===== config.mk =====
export PLATFORM = sky130hd
export DESIGN_NAME = spi_reg_arb
export DESIGN_NICKNAME = d
export VERILOG_FILES = /design/src/rtl/spi_reg_pkg.sv /design/src/rtl/spi_reg_arb_starve.sv /design/src/rtl/spi_reg_arb.sv
export SDC_FILE = /design/constraint.sdc
export NUM_CORES = 1
export LEC_CHECK = 0
export CAP_MARGIN = 20
export CELL_PAD_IN_SITES_DETAIL_PLACEMENT = 1
export CELL_PAD_IN_SITES_GLOBAL_PLACEMENT = 2
export CORE_MARGIN = 4
export CORE_UTILIZATION = 25
export DETAILED_ROUTE_END_ITERATION = 10
export PLACE_DENSITY_LB_ADDON = 0.1
export SKIP_CTS_REPAIR_TIMING = 1
export SLEW_MARGIN = 25
export SYNTH_ARGS = -nofsm -noshare
export SYNTH_HDL_FRONTEND = slang
export SYNTH_HIERARCHICAL = 1
export SYNTH_SLANG_ARGS = --single-unit

===== constraint.sdc =====
create_clock -name sclk_i -period 1.95 [get_ports sclk_i]
set_clock_uncertainty 0.1 [all_clocks]
set_input_delay 0.39 -clock sclk_i [delete_from_list [all_inputs] [get_ports sclk_i]]
set_output_delay 0.39 -clock sclk_i [all_outputs]
set_load 0.05 [all_outputs]

===== src/rtl/spi_reg_pkg.sv =====
// rtl/spi_reg_pkg.sv - shared widths and arbiter state encoding for the SPI register arbiter
package spi_reg_pkg;

  localparam int ADR_W  = 10;
  localparam int DAT_W  = 16;
  localparam int CNTR_W = 6;

  typedef enum logic [1:0] {
    ST_IDLE    = 2'd0,
    ST_BG_ACC  = 2'd1,
    ST_SPI_OWN = 2'd2
  } arb_state_t;

endpackage


===== src/rtl/spi_reg_arb_starve.sv =====
// rtl/spi_reg_arb_starve.sv - saturating wait counter raising a sticky starvation flag
// Cleared only by a grant or reset.
module spi_reg_arb_starve
  import spi_reg_pkg::*;
#(
  parameter int STARVE_MAX = 8
) (
  input  logic sclk_i,
  input  logic resetb,
  input  logic i_wait,
  input  logic i_gnt,
  output logic o_starve
);

  localparam logic [CNTR_W-1:0] MAX_C = CNTR_W'(STARVE_MAX);

  logic [CNTR_W-1:0] r_cnt;
  logic [CNTR_W-1:0] w_cnt_nxt;
  logic              r_starve;

  always_comb begin
    w_cnt_nxt = r_cnt;
    if (i_wait && (r_cnt != '1))
      w_cnt_nxt = r_cnt + 1'b1;
  end

  always_ff @(posedge sclk_i or negedge resetb) begin
    if (!resetb) begin
      r_cnt    <= '0;
      r_starve <= 1'b0;
    end else if (i_gnt) begin
      r_cnt    <= '0;
      r_starve <= 1'b0;
    end else begin
      r_cnt <= w_cnt_nxt;
      if (w_cnt_nxt >= MAX_C)
        r_starve <= 1'b1;
    end
  end

  assign o_starve = r_starve;

endmodule


===== src/rtl/spi_reg_arb.sv =====
// rtl/spi_reg_arb.sv - register-file arbiter between SPI slave and a background requester
// Starvation detection is compiled in with SPI_REG_ARB_STARVE_EN.
module spi_reg_arb
  import spi_reg_pkg::*;
#(
  parameter int ACC_CYC    = 2,
  parameter int STARVE_MAX = 8
) (
  input  logic        sclk_i,
  input  logic        resetb,
  input  logic        spi_busy_i,
  input  logic        spi_ce_i,
  input  logic        spi_we_i,
  input  logic [9:0]  spi_addr_i,
  input  logic [15:0] spi_wdata_i,
  input  logic        bg_req_i,
  input  logic        bg_we_i,
  input  logic [9:0]  bg_addr_i,
  input  logic [15:0] bg_wdata_i,
  output logic        bg_gnt_o,
  output logic        bg_done_o,
  output logic        bg_abort_o,
  output logic [15:0] bg_rdata_o,
  output logic        bg_starve_o,
  output logic        rf_ce_o,
  output logic        rf_we_o,
  output logic [9:0]  rf_addr_o,
  output logic [15:0] rf_wdata_o,
  input  logic [15:0] rf_rdata_i,
  output logic        rf_own_o,
  output logic        conflict_o
);

  localparam logic [2:0] LAST_CYC = 3'(ACC_CYC - 1);

  arb_state_t        r_state;
  arb_state_t        w_next;
  logic [2:0]        r_cyc;
  logic              r_bg_we;
  logic [ADR_W-1:0]  r_bg_addr;
  logic [DAT_W-1:0]  r_bg_wdata;
  logic [ADR_W-1:0]  r_last_addr;
  logic [DAT_W-1:0]  r_last_wdata;
  logic [DAT_W-1:0]  r_rdata;
  logic              r_gnt;
  logic              r_done;
  logic              r_abort;
  logic              r_conflict;

  logic w_spi_act;
  logic w_grant;
  logic w_last;
  logic w_abort;
  logic w_pass;

  assign w_spi_act = spi_busy_i | spi_ce_i;
  assign w_grant   = (r_state == ST_IDLE) && !w_spi_act && bg_req_i;
  assign w_abort   = (r_state == ST_BG_ACC) && spi_ce_i;
  assign w_last    = (r_state == ST_BG_ACC) && (r_cyc == LAST_CYC);
  // An SPI strobe during a background access takes the port in the same cycle.
  assign w_pass    = (r_state == ST_SPI_OWN) || w_abort;

  always_ff @(posedge sclk_i or negedge resetb) begin
    if (!resetb)
      r_state <= ST_IDLE;
    else
      r_state <= w_next;
  end

  always_comb begin
    w_next = r_state;
    unique case (r_state)
      ST_IDLE: begin
        if (w_spi_act)
          w_next = ST_SPI_OWN;
        else if (bg_req_i)
          w_next = ST_BG_ACC;
      end
      ST_BG_ACC: begin
        if (spi_ce_i)
          w_next = ST_SPI_OWN;
        else if (w_last)
          w_next = ST_IDLE;
      end
      ST_SPI_OWN: begin
        if (!w_spi_act)
          w_next = ST_IDLE;
      end
      default: w_next = ST_IDLE;
    endcase
  end

  always_comb begin
    rf_own_o   = w_pass;
    rf_ce_o    = 1'b0;
    rf_we_o    = 1'b0;
    rf_addr_o  = r_last_addr;
    rf_wdata_o = r_last_wdata;
    if (w_pass) begin
      rf_ce_o    = spi_ce_i;
      rf_we_o    = spi_we_i;
      rf_addr_o  = spi_addr_i;
      rf_wdata_o = spi_wdata_i;
    end else if (r_state == ST_BG_ACC) begin
      rf_ce_o    = 1'b1;
      rf_we_o    = r_bg_we;
      rf_addr_o  = r_bg_addr;
      rf_wdata_o = r_bg_wdata;
    end
  end

  always_ff @(posedge sclk_i or negedge resetb) begin
    if (!resetb) begin
      r_cyc        <= '0;
      r_bg_we      <= 1'b0;
      r_bg_addr    <= '0;
      r_bg_wdata   <= '0;
      r_last_addr  <= '0;
      r_last_wdata <= '0;
      r_rdata      <= 16'hffff;
      r_gnt        <= 1'b0;
      r_done       <= 1'b0;
      r_abort      <= 1'b0;
      r_conflict   <= 1'b0;
    end else begin
      r_last_addr  <= rf_addr_o;
      r_last_wdata <= rf_wdata_o;
      r_gnt        <= w_grant;
      r_done       <= w_abort | w_last;
      r_abort      <= w_abort;
      if (w_abort)
        r_conflict <= 1'b1;
      if (w_grant) begin
        r_cyc      <= '0;
        r_bg_we    <= bg_we_i;
        r_bg_addr  <= bg_addr_i;
        r_bg_wdata <= bg_wdata_i;
      end else if (r_state == ST_BG_ACC) begin
        r_cyc <= r_cyc + 1'b1;
      end
      if (w_last && !w_abort && !r_bg_we)
        r_rdata <= rf_rdata_i;
    end
  end

  assign bg_gnt_o   = r_gnt;
  assign bg_done_o  = r_done;
  assign bg_abort_o = r_abort;
  assign bg_rdata_o = r_rdata;
  assign conflict_o = r_conflict;

`ifdef SPI_REG_ARB_STARVE_EN
  logic w_wait;
  assign w_wait = bg_req_i && (r_state != ST_BG_ACC) && !w_grant;

  spi_reg_arb_starve #(
    .STARVE_MAX (STARVE_MAX)
  ) u_starve (
    .sclk_i   (sclk_i),
    .resetb   (resetb),
    .i_wait   (w_wait),
    .i_gnt    (w_grant),
    .o_starve (bg_starve_o)
  );
`else
  assign bg_starve_o = 1'b0;
`endif

endmodule


* Yosys cells after proc, flatten, opt, wreduce, memory -nomap -nowiden
Index checks and enable logic that the tools add are counted.
Operators by class: multiplexer cells 16, reductions and logical operators 13, bitwise gates (word level) 2, add/sub/neg operators 1, equal/unequal tests 6
Operators with widths (count):
- 16-bit two-way mux | 2
- 10-bit two-way mux | 2
- 2-bit two-way mux | 5
- 1-bit logical AND | 6
- 3-bit two-way mux | 2
- 3-bit != test (second input constant) | 2
- 2-bit one-hot mux with 3 select lines | 1
- 1-bit two-way mux | 4
- 3-bit by 1-bit adder with 3-bit output (second input constant) | 1
- 3-bit by 1-bit == test with 1-bit output (second input constant) | 1
- 1-bit logical NOT | 3
- 3-bit AND reduction | 1
- 2-bit by 1-bit == test with 1-bit output (second input constant) | 1
- 2-bit == test (second input constant) | 1
- 2-bit logical NOT | 1
- 2-bit != test (second input constant) | 1
- 1-bit bitwise OR | 2
- 2-bit nonzero test | 1
- 1-bit logical OR | 1
Storage, ports and cells: output and inout bits 50, register bits after elaboration 78

* Logic depth before layout (Yosys ltp)
depth in word-level cells 5, gate-level depth with buffers 6, depth with buffers taken out 5

* Worst setup path before layout
OpenSTA, ideal clock, no wires.
path type register to output, start point reg r_state[0], end point out rf_addr_o[0], arrival 1.606 ns, slack -0.146 ns, cell stages (with the launch flop) 6, path buffers 2, cell sequence dfrtp_1 -> nor2b_2 -> buf_6 -> a21oi_4 -> buf_8 -> mux2_2
Between the ends: cells in the longest elaborated chain, start to end 4, elaborated cells on any way between the ends 6, those cells by class 2 x eq/ne; 2 x mux; 2 x reduce/logical
Ends and longest elaborated chain:
- from (decl) | line spi_reg_arb.sv:36 | arb_state_t r_state;
- from (signal assigned) | line spi_reg_arb.sv:67 | r_state <= w_next;
- 2-bit by 1-bit == test with 1-bit output | line spi_reg_arb.sv:58, spi_reg_arb.sv:104
- 1-bit logical AND | line spi_reg_arb.sv:58 | assign w_abort = (r_state == ST_BG_ACC) && spi_ce_i;
- 1-bit logical OR | line spi_reg_arb.sv:61 | assign w_pass = (r_state == ST_SPI_OWN) || w_abort;
- 10-bit two-way mux (*) | line spi_reg_arb.sv:99 | if (w_pass) begin
- to (decl) | line spi_reg_arb.sv:27 | output logic [9:0] rf_addr_o,
Mark *: on every way between the ends. The rest lies on a longest branch, timed or not.

* Worst setup path after layout
start point reg r_state[1], end point out rf_wdata_o[10]
Between the ends: cells in the longest elaborated chain, start to end 4, elaborated cells on any way between the ends 6, those cells by class 2 x eq/ne; 2 x mux; 2 x reduce/logical
Ends and longest elaborated chain:
- 2-bit by 1-bit == test with 1-bit output | line spi_reg_arb.sv:58, spi_reg_arb.sv:104
- 1-bit logical AND | line spi_reg_arb.sv:58
- 1-bit logical OR | line spi_reg_arb.sv:61
- 16-bit two-way mux (*) | line spi_reg_arb.sv:99
- to (decl) | line spi_reg_arb.sv:28 | output logic [15:0] rf_wdata_o,
Marks and branches as above.

==> impl_metrics.json <==
{
  "status": "finished, violations left",
  "violations": "setup timing",
  "multiInputGateArea_mm2": 0.00148,
  "wl_per_cell_um": 16.3,
  "slowest_stage": "dfrtp_2",
  "synth-seq-cells": 78,
  "synth_top_area_share": 0.450,
  "power_frac_comb": 0.268,
  "final-seq-area_mm2": 0.00197,
  "cellPowerDensity_mw_per_mm2": 868,
  "grt_first_pass_wirelength_um": 13600,
  "maxSlewViolCount": 0,
  "die_y_um": 125,
  "start_util": 0.258,
  "dp_hpwl_um": 6330,
  "cts_sinks": 78,
  "path_delay_family": "multiplexers",
  "p_int_w": 0.00362,
  "h-tree-depth": 3,
  "end_kind": "output pin",
  "crit_path_max_fanout": 14,
  "slowest_delay_ns": 0.44,
  "rows": 42,
  "gp_congestion": 0.666,
  "start_kind": "flop",
  "viasPerCell": 4.18,
  "fin_crit_ns": 2.50,
  "numCtsBuffers": 9,
  "m1WireLength_um": 3830,
  "fin_nets": 441,
  "wl_met2_um": 4240,
  "path_clk_slew_ns": 0.06,
  "p_leak_nw": 2.55,
  "cp_common_cell": "buf_12",
  "cap_violations": 0,
  "cts_tree": "yes",
  "cp_cell_sequence": "nor2b_4 > buf_12 > mux2_2 > mux2_4 > buf_12",
  "p_switching_w": 0.00135,
  "grt_max_degree": 36,
  "power_frac_seq": 0.401,
  "critical_path_class": "reg2out",
  "ys_types": 31,
  "die_area_mm2": 0.0157,
  "grt_pass1_vias": 2533,
  "arrival_ns": 2.01,
  "synth_area_leader_cell": "dfrtp_1",
  "clock_latency_ns": 0.33,
  "die_x_um": 125,
  "cp_data_required_time_ns": 1.46,
  "yosysSeqAreaShare": 0.571,
  "drt_first_iter_violations": 30,
  "p_sw_frac": 0.271,
  "yosysMostFrequentCell": "mux2_2",
  "firstDrtPassIters": 4,
  "clkPwrFrac": 0.332,
  "coreArea_mm2": 0.0134,
  "hold_viol_final": 0,
  "path_buf_inv": 2,
  "area_growth_pct": 65.8,
  "synthTopCellsByCount": "79 x mux2_2, 62 x dfrtp_1, 16 x dfstp_2, 11 x mux2_4, 8 x nor2_1",
  "top_layer": "met4",
  "grt_use_total": 0.111,
  "hold_path.class": "reg2reg",
  "synth.avg_cell_area_um2": 15.8,
  "yosys-top-cells-area": "dfrtp_1 45%, mux2_2 26%, dfstp_2 12%",
  "synth-edff-count": 0,
  "max_freq_mhz": 399,
  "power_w": 0.00497,
  "rsz0062_at_grt": "true",
  "setup_slack_ns": -0.554,
  "wl_met3_um": 661,
  "diodes": 0,
  "synthFlopType": "dfrtp_1",
  "peakVddDrop_mv": 0.545,
  "drive_gt1_frac": 0.553,
  "io_buffers": 123,
  "antenna_left": 0,
  "via_count": 2277,
  "cts_root_buf": "clkbuf_16",
  "synth_nets": 296,
  "post-route-util": 0.427,
  "wl_um": 8870,
  "grt_overflow": 0,
  "fin_crit_sh": 1.28,
  "asyncSetResetFlopFracSynth": 1.00,
  "cts.path.max_buffers": 2,
  "ys_warn_count": 6,
  "final-setup-viol-count": 29,
  "syn_inst": 219,
  "nFillCells": 1355,
  "pin_count": 125,
  "synth_area_mm2": 0.00345,
  "antenna_found_initial": 0,
  "remaining_drc_errors": 0
}
per-stage QoR:
stage | setup TNS [ns] | hold slack, ns | cell area, µm² | instances | worst slack [ns]
6_report | -13.98 | 0.373 | 5720 | 545 | -0.554
5_1_grt | -17.39 | 0.416 | 5720 | 545 | -0.647
4_1_cts | -15.99 | -0.0849 | 5510 | 536 | -0.624
3_5_place_dp | -17.63 | 0.283 | 5210 | 520 | -0.398
3_3_place_gp | -16.63 | 0.288 | 5210 | 520 | -0.381
2_1_floorplan | -1.41 | -0.00559 | 3490 | 219 | -0.0588
layer usage:
layer  global-route usage  vias up
li1                     -     1047
met3               0.0507       10
met5                    0        -
met4               0.0421        0
met2                0.180       82
met1                0.130     1138
flip-flops by register name (all words and copies together) (netlist names):
register / count
r_bg_wdata: 16
r_bg_we: 1
r_last_addr: 10
r_state: 2
conflict_o: 1
r_cyc: 3
bg_rdata_o: 16
bg_done_o: 1
bg_gnt_o: 1
r_bg_addr: 10
bg_abort_o: 1
r_last_wdata: 16
logic make-up (layout without fill, tap and decap cells):
logic type	count (synthesis)	count (layout)	share of synthesized area
XOR/XNOR	2	2	0.00508
buffers and inverters	16	166	0.0439
other	1	1	0.00109
adder cells (fa/ha/maj)	2	2	0.00725
multiplexers	96	96	0.325
flip-flops	78	78	0.571
AO/OA/AOI/OAI	6	6	0.0149
AND/OR/NAND/NOR	18	18	0.0316
final timing paths:
check | startpoint | cells past startpoint | slack (ns) | endpoint
setup / recovery | r_state[1] | 5 | -0.55 | rf_wdata_o[10]
hold / removal | conflict_o | 1 | 0.37 | conflict_o
setup reg to reg | r_state[0] | 8 | 0.03 | r_bg_addr[4]
hold reg to reg | conflict_o | 1 | 0.37 | conflict_o
max in group asynchronous | resetb | 3 | 0.71 | r_state[1]
min in group asynchronous | resetb | 2 | 0.46 | r_bg_we
final cells by class:
| class | instances | area share |
|---|---|---|
| tap | 176 | 0.0385 |
| clock inverter | 3 | 0.00262 |
| clock buffer | 13 | 0.0492 |
| timing repair buffer | 147 | 0.305 |
| inverter | 3 | 0.00197 |
| multi-input combinational | 125 | 0.258 |
| sequential | 78 | 0.345 |
power by group through the flow:
stage	registers, W	logic (W)	clock network, W
2_1_floorplan	0.00202	0.000666	0
3_3_place_gp	0.00201	0.00127	0
3_5_place_dp	0.00201	0.00129	0
4_1_cts	0.00199	0.00129	0.00173
5_1_grt	0.00202	0.00141	0.00181
6_report	0.00199	0.00133	0.00165
cell usage in the layout (no fill, tap or decap), types with 2 or more instances in the layout:
cell type,synthesis,routed
clkdlybuf4s50_1,0,72
dfrtp_1,62,61
mux2_2,79,49
mux2_4,11,42
buf_12,0,34
buf_4,5,32
dfstp_2,16,16
clkbuf_16,0,10
nor2_1,8,8
buf_6,2,7
mux2_1,5,4
inv_1,3,3
clkinv_2,0,3
a21o_1,2,2
ha_1,2,2
clkbuf_8,0,2
Note: power is estimated with default switching activity, not from simulation.
